**src/rtl/clk_div_meter_pkg.sv**
```systemverilog
// Shared types and constants for the divided-clock meter.
package clk_div_meter_pkg;

  typedef enum logic [1:0] {StIdle, StFirst, StTrack, StLocked} state_e;

  localparam int unsigned DefaultLockCnt = 2;

  // Counter width able to hold the saturation value 2*max_n.
  function automatic int unsigned cnt_width(input int unsigned max_n);
    return $clog2(2 * max_n) + 1;
  endfunction

endpackage

```
**src/rtl/clk_edge_det.sv**
```systemverilog
// Edge detector for a slow strobe sampled in the clk domain.
// Define CLK_DIV_METER_SYNC_EN to insert a 2-flop synchronizer ahead of the edge logic.
module clk_edge_det (
  input  logic clk,
  input  logic reset,
  input  logic sig,
  output logic rise,
  output logic fall
);

  logic s;
  logic prev_q;

`ifdef CLK_DIV_METER_SYNC_EN
  logic [1:0] sync_q;

  always_ff @(posedge clk or posedge reset) begin
    if (reset) begin
      sync_q <= '0;
    end else begin
      sync_q <= {sync_q[0], sig};
    end
  end

  assign s = sync_q[1];
`else
  assign s = sig;
`endif

  always_ff @(posedge clk or posedge reset) begin
    if (reset) begin
      prev_q <= 1'b0;
    end else begin
      prev_q <= s;
    end
  end

  always_comb begin
    rise = s & ~prev_q;
    fall = ~s & prev_q;
  end

endmodule

```
**src/rtl/clk_div_meter.sv**
```systemverilog
// Measures period, high time and half-ratio of a slow clock against clk, with lock and timeout.
// Define CLK_DIV_METER_SYNC_EN to synchronize clk_in before measurement.
module clk_div_meter
  import clk_div_meter_pkg::*;
#(
  parameter int unsigned MAX_N    = 256,
  parameter int unsigned CNT_W    = cnt_width(MAX_N),
  parameter int unsigned LOCK_CNT = DefaultLockCnt
) (
  input  logic             clk,
  input  logic             reset,
  input  logic             clk_in,
  output logic [CNT_W-1:0] period,
  output logic [CNT_W-1:0] high_time,
  output logic [CNT_W-1:0] n_est,
  output logic             symmetric,
  output logic             meas_valid,
  output logic             locked,
  output logic             timeout
);

  localparam logic [CNT_W-1:0] CntMax     = CNT_W'(2 * MAX_N);
  localparam logic [CNT_W-1:0] LockTarget = CNT_W'(LOCK_CNT);

  logic             rise;
  logic             fall;
  logic [CNT_W-1:0] cnt_q;
  logic [CNT_W-1:0] hcap_q;
  logic [CNT_W-1:0] ref_q;
  logic [CNT_W-1:0] match_q;
  logic [CNT_W-1:0] match_inc;
  logic             sym;
  state_e           state_q;

  clk_edge_det u_edge_det (
    .clk   (clk),
    .reset (reset),
    .sig   (clk_in),
    .rise  (rise),
    .fall  (fall)
  );

  always_comb begin
    sym       = (hcap_q == (cnt_q - hcap_q));
    match_inc = match_q + 1'b1;
  end

  always_ff @(posedge clk or posedge reset) begin
    if (reset) begin
      cnt_q      <= '0;
      hcap_q     <= '0;
      ref_q      <= '0;
      match_q    <= '0;
      state_q    <= StIdle;
      period     <= '0;
      high_time  <= '0;
      n_est      <= '0;
      symmetric  <= 1'b0;
      meas_valid <= 1'b0;
      locked     <= 1'b0;
      timeout    <= 1'b0;
    end else begin
      meas_valid <= 1'b0;
      timeout    <= 1'b0;

      if (rise) begin
        cnt_q <= CNT_W'(1);
      end else if (cnt_q != CntMax) begin
        cnt_q <= cnt_q + 1'b1;
      end

      if (fall) begin
        hcap_q <= cnt_q;
      end

      if (rise) begin
        // Every rise except the one leaving idle closes a full period.
        if (state_q != StIdle) begin
          period     <= cnt_q;
          high_time  <= hcap_q;
          symmetric  <= sym;
          n_est      <= sym ? (cnt_q >> 1) : '0;
          meas_valid <= 1'b1;
        end
        unique case (state_q)
          StIdle: begin
            state_q <= StFirst;
          end
          StFirst: begin
            ref_q   <= cnt_q;
            match_q <= '0;
            state_q <= StTrack;
          end
          StTrack: begin
            if (cnt_q == ref_q) begin
              match_q <= match_inc;
              if (match_inc == LockTarget) begin
                state_q <= StLocked;
                locked  <= 1'b1;
              end
            end else begin
              ref_q   <= cnt_q;
              match_q <= '0;
            end
          end
          StLocked: begin
            if (cnt_q != ref_q) begin
              ref_q   <= cnt_q;
              match_q <= '0;
              locked  <= 1'b0;
              state_q <= StTrack;
            end
          end
        endcase
      end else if ((cnt_q == CntMax) && (state_q != StIdle)) begin
        // Stalled input: drop back to idle so only one pulse is issued.
        timeout <= 1'b1;
        locked  <= 1'b0;
        match_q <= '0;
        state_q <= StIdle;
      end
    end
  end

endmodule

```
**config.mk**
```make
export PLATFORM = sky130hd
export DESIGN_NAME = clk_div_meter
export DESIGN_NICKNAME = d
export VERILOG_FILES = /design/src/rtl/clk_div_meter_pkg.sv /design/src/rtl/clk_edge_det.sv /design/src/rtl/clk_div_meter.sv
export SDC_FILE = /design/constraint.sdc
export NUM_CORES = 1
export LEC_CHECK = 0
export BUFFER_PORTS_ARGS = -buffer_cell sky130_fd_sc_hd__buf_2
export CAP_MARGIN = 10
export CORE_ASPECT_RATIO = 1.1
export CORE_UTILIZATION = 55
export CTS_BUF_LIST = sky130_fd_sc_hd__clkbuf_8
export DETAILED_ROUTE_END_ITERATION = 12
export HOLD_SLACK_MARGIN = 0.08
export PLACE_DENSITY = 0.78
export RECOVER_POWER = 100
export SETUP_SLACK_MARGIN = 0.1
export SKIP_CTS_REPAIR_TIMING = 1
export SLEW_MARGIN = 10
export SYNTH_ARGS = -nofsm -noshare
export SYNTH_HDL_FRONTEND = slang
export SYNTH_SLANG_ARGS = --single-unit
```
**constraint.sdc**
```tcl
create_clock -name clk -period 2.85 [get_ports clk]
set_clock_uncertainty 0.15 [all_clocks]
set_input_delay 0.1425 -clock clk [delete_from_list [all_inputs] [get_ports clk]]
set_output_delay 0.1425 -clock clk [all_outputs]
set_load 0.05 [all_outputs]
```
# Word-level counts from Yosys, hierarchy flattened
# Index checks and enable logic that the tools add are counted.
[totals]
regBits = 77
in_bits = 3
word_cells = 74
[classes]
addsub = 3
eq_ne = 16
n_mux = 27
n_bitwise = 4
reduce_logical = 11
[op_table]
columns = ["op", "count"]
rows = [
  ["10-bit two-way mux", 8],
  ["10-bit one-hot mux with 3 select lines", 2],
  ["10-bit by 1-bit adder with 10-bit output, second input constant", 2],
  ["10-bit equality test", 2],
  ["10-bit equality test, second input constant", 1],
  ["10-bit by 2-bit equality test with 1-bit output, second input constant", 1],
  ["2-bit two-way mux", 5],
  ["10-bit != test", 1],
  ["10-bit != test, second input constant", 1],
  ["10-bit subtractor", 1],
  ["1-bit two-way mux", 9],
  ["9-bit two-way mux", 1],
  ["3-bit != test, second input constant", 3],
  ["2-bit one-hot mux with 4 select lines", 1],
  ["4-bit AND reduction", 2],
  ["2-bit nonzero test", 3],
  ["5-bit AND reduction", 1],
  ["2-bit equality test, second input constant", 2],
  ["2-bit != test, second input constant", 2],
  ["4-bit by 1-bit != test with 1-bit output, second input constant", 1],
  ["3-bit by 1-bit != test with 1-bit output, second input constant", 1],
  ["3-bit AND reduction", 1],
  ["3-bit nonzero test", 1],
  ["1-bit bitwise AND", 2],
  ["other kinds (6)", 7],
]

# Logic depth before layout (Yosys ltp)
[logic_depth]
ltp_word = 6
ltp_mapped = 10

# Modules after synthesis
# Synthesis repeated with hierarchy kept, for this count alone.
[unflattened]
cells_unflattened = 421
hier_area_um2 = 4096.4
[by_module_without_submodules]
columns = ["mod", "instances", "cells_per_inst", "area_each_um2", "seq_area_each_um2"]
rows = [
  ["clk_div_meter", 1, 417, 4052.6, 1876.8],
  ["clk_edge_det", 1, 4, 43.8, 25.0],
]

# Worst setup path before layout
# Ideal clock, no wire load.
[synth_path]
path_type = "flip-flop to flip-flop"
from = "register cnt_q[0]"
to = "register n_est[0]"
setup_time_ps = 97
arrival_ps = 2456
required_time_ps = 2603
slack_ps = 147
stages_incl_launch_ff = 11
synth_period_minus_slack_ps = 2703
cell_sequence = "dfrtp_1 -> clkbuf_1 -> inv_1 -> ha_1 -> fa_1 -> nand2b_1 -> a21oi_1 -> xnor2_1 -> nor4_1 -> nand3_1 -> o31ai_1"
[synth_between]
elab_chain_len = 3
[synth_lines]
columns = ["element", "line_no", "text"]
rows = [
  ["from (decl)", "clk_div_meter.sv:27", "logic [CNT_W-1:0] cnt_q;"],
  ["from (signal assigned)", "clk_div_meter.sv:69", "cnt_q <= cnt_q + 1'b1;"],
  ["10-bit subtractor", "clk_div_meter.sv:44", "sym = (hcap_q == (cnt_q - hcap_q));"],
  ["10-bit equality test", "clk_div_meter.sv:44", ""],
  ["9-bit two-way mux", "clk_div_meter.sv:82", "n_est <= sym ? (cnt_q >> 1) : '0;"],
  ["to (signal assigned)", "clk_div_meter.sv:82", ""],
  ["to (decl)", "clk_div_meter.sv:15", "output logic [CNT_W-1:0] n_est,"],
]
# Every way passes these cells.
# A chain may end at the register's enable or synchronous reset.

# Worst setup path in the final report
[layout_path]
from = "register hcap_q[0]"
to = "register n_est[8]"
[layout_between]
elab_chain_len = 3
[layout_lines]
columns = ["element", "line_no", "text"]
rows = [
  ["from (decl)", "clk_div_meter.sv:28", "logic [CNT_W-1:0] hcap_q;"],
  ["from (signal assigned)", "clk_div_meter.sv:73", "hcap_q <= cnt_q;"],
  ["10-bit subtractor", "clk_div_meter.sv:44", ""],
  ["10-bit equality test *", "clk_div_meter.sv:44", ""],
  ["9-bit two-way mux *", "clk_div_meter.sv:82", ""],
]
# Every way passes the cells marked *; elsewhere a longest branch is shown, timed or not.

==> summary.txt <==
DP HPWL: 5830 um
Worst path max stage delay: 0.43 ns
synthesis-to-finish area growth: 12.2%
cell count after synthesis: 405
core region area: 0.00675 mm2
Tcrit/Tclk final: 0.934
fin util: 0.651
WP data required: 2.99 ns
CTS HTree Levels: 3
CP Max Fanout: 5
Clk Latency, worst-skew pair: 0.36 ns
total global-route track usage: 0.237
first-pass GRT wire length: 13,200 um
Leak: 2.03 nW
initial antenna violation count: 0
fin area: 0.00439 mm2
IO Pins: 37
P_int: 2.30 mW
Setup-failing EPs final: 0
Seq pwr share: 0.362
# DRC: 0
Yosys cell types: 48
number of diodes: 0
final wirelength: 8220 um
CTS Sinks: 76
largest net degree at the start of global routing: 77
Die ar.: 0.00746 mm2
status: finished with violations
total power draw: 3.83 mW
Synth Register Bits: 76
Setup crit end kind: flop
Fill cells: 590
ANT nets after route: 0
RSZ-0062 raised after global routing: no
Worst Setup Path Type: flop to flop
Post-DP Area: 0.00420 mm2
Max-cap violations: 1
crit-path most repeated cell: xnor2_1
clock-pin slew on the worst setup and hold paths: 0.08 ns
Syn Std Cell Area: 0.00391 mm2
post-synthesis mux area share: 0.0371
die span in y: 90.5 um
final worst path period need: 2.66 ns
max-slew violation count: 77
layout cells sized above 1: 0.0727
syn_nets: 422
adder-cell share of the synthesized area: 0.0467
gpl congestion: 0.860
Post-Synth Simple-Gate Area: 0.162
total CTS buffers: 9
DR WL/cell: 15.3 um
Clock Power Share: 0.232
failing checks: capacitance limit, slew limit
Setup crit start kind: flop
Sw Share: 0.401
Power per Cell Area: 872 mW/mm2
TNS Setup: 0 ns
die width: 82.4 um
maximum buffer depth of the clock tree: 2
row count: 31
XOR/XNOR Fraction of Synth Area: 0.0850
worst slew pin tran: 1.81 ns
sequential area share after synthesis: 0.486
grt ovf: 0
Net Switching: 1.54 mW
Synth Area in Compound Gates: 0.136
peak supply drop: 571 uV
Avg Cell Area, Syn: 9.66 um2
root buf cell: clkbuf_8
# nets final: 467
drt via density: 5.57
Final Hold Vio Count: 0
largest family of logic cells by synthesized area: simple AND/OR/NAND/NOR gates
combinational group share of total power: 0.405
Initial DRT Pass Iterations: 4
Synth Flop Type: dfrtp_1
slowest CP cell: dfrtp_1
Rel. slew slack: -0.204
cells along the critical path: ha_1 > fa_1 > xnor2_1 > xnor2_1 > nand4_1 > nor4_2 > nand3_2 > clkbuf_4 > o21ai_1
vias in the first global route: 2,870
synth warn: 0
I/O Buffers: 35
CP arrival: 2.80 ns
FFs w/ async S/R, synth: 1.00
vias after detailed routing: 2,988
DRT iter0 DRCs: 143
Post-synth EDFFs: 0
Hold Path Class: flop to flop
fmax: 0.376 GHz
CTS tree: built
Initial Util: 0.580
## per-layer routing
metal	share of wire	vias up	track usage
li1	-	1475	-
met1	0.42	1432	0.285
met2	0.51	68	0.395
met3	0.043	13	0.0606
met4	0.019	0	0.0936
met5	0	-	0
## state kept, by name, summed over array words and instances, names as in the netlist
name               cells
locked                 1
state_q                2
hcap_q                10
meas_valid             1
symmetric              1
high_time             10
match_q               10
ref_q                 10
cnt_q                 10
u_edge_det.prev_q      1
n_est                  9
timeout                1
period                10
## through the flow
stage,setup slack [ns],hold WS (ns),cells
after detailed placement,0.199,0.112,516
after global routing,0.0694,0.351,536
after floorplan,0.147,0.0239,405
final,0.188,0.321,536
after CTS,0.175,-0.271,531
after global placement,0.275,0.109,516
## worst max-delay path, delay by kind of cell, from the launching register on
family          cells  cell delay [ns]
flops               1             0.43
simple gates        3             0.73
buf+inv             1             0.19
compound gates      1             0.11
xor+xnor            2             0.35
fa+ha+maj           2             0.64
## power groups by stage
stage	clock, mW	sequential (mW)	combinational (mW)
floorplan	0	1.59	0.983
global placement	0	1.40	1.49
detailed placement	0	1.41	1.52
CTS	0.906	1.39	1.54
global route	0.952	1.42	1.71
finish	0.890	1.39	1.55
## worst paths after layout
| check | slack [ns] | from | cells past startpoint | to |
|---|---|---|---|---|
| setup / recovery | 0.19 | hcap_q[0] | 9 | n_est[8] |
| hold / removal | 0.32 | hcap_q[9] | 2 | high_time[9] |
| setup reg to reg | 0.19 | hcap_q[0] | 9 | n_est[8] |
| hold reg to reg | 0.32 | hcap_q[9] | 2 | high_time[9] |
| max in group asynchronous | 0.70 | reset | 4 | cnt_q[8] |
| min in group asynchronous | 0.79 | reset | 4 | period[0] |
## cells in the mapped netlist, types with 3 or more instances
library cell  instances  share of area
a31oi_1               3         0.0048
nor2b_1               3         0.0048
o21ai_1               8          0.010
mux2_1               11          0.032
nor3_1                8          0.010
nand2b_1              3         0.0048
nor4_1                5         0.0080
xnor2_1              22          0.049
inv_1                27          0.026
a21oi_1              13          0.017
or3_1                 4         0.0064
or4_1                 3         0.0058
xor2_1               16          0.036
nand2_1              59          0.057
a21o_1                5         0.0096
o21ai_0              35          0.045
o31ai_1              10          0.019
o21bai_1              4         0.0077
nand3_1              15          0.019
nor2_1               20          0.019
buf_2                 3         0.0038
ha_1                 13          0.042
dfrtp_1              76           0.49
clkbuf_1             10         0.0096
## kinds of logic (layout without fill, tap and decap cells)
logic type               count (synthesis)  in the layout
flip-flops                              76             76
AND/OR/NAND/NOR                        132            133
XOR/XNOR                                38             38
other                                    1              1
multiplexers                            13             13
AO/OA/AOI/OAI                           88             88
adder cells (fa/ha/maj)                 14             14
buffers and inverters                   43             91
## cell type report
cell class	count	area [um2]	share of cell area
Sequential cell	76	1900	0.433
Multi-Input combinational cell	287	1840	0.420
Timing Repair Buffer	49	229	0.0521
Clock buffer	10	138	0.0313
Tap cell	82	103	0.0234
Inverter	27	101	0.0231
Clock inverter	5	77.6	0.0177
## cell usage in the layout (no fill, tap or decap), types with 4 or more instances in the layout
cell type,instances
nor4_1,4
or3_1,4
o21bai_1,4
o31ai_1,10
o21ai_1,4
nor2_1,20
xor2_1,16
clkbuf_8,10
nor3_1,8
ha_1,13
xnor2_1,22
nand2_1,59
buf_4,7
a21o_1,5
dfrtp_1,76
mux2_1,11
inv_1,27
clkbuf_1,37
nand3_1,14
o21ai_0,39
a21oi_1,13
No activity file was read; power rests on OpenSTA's default activity.
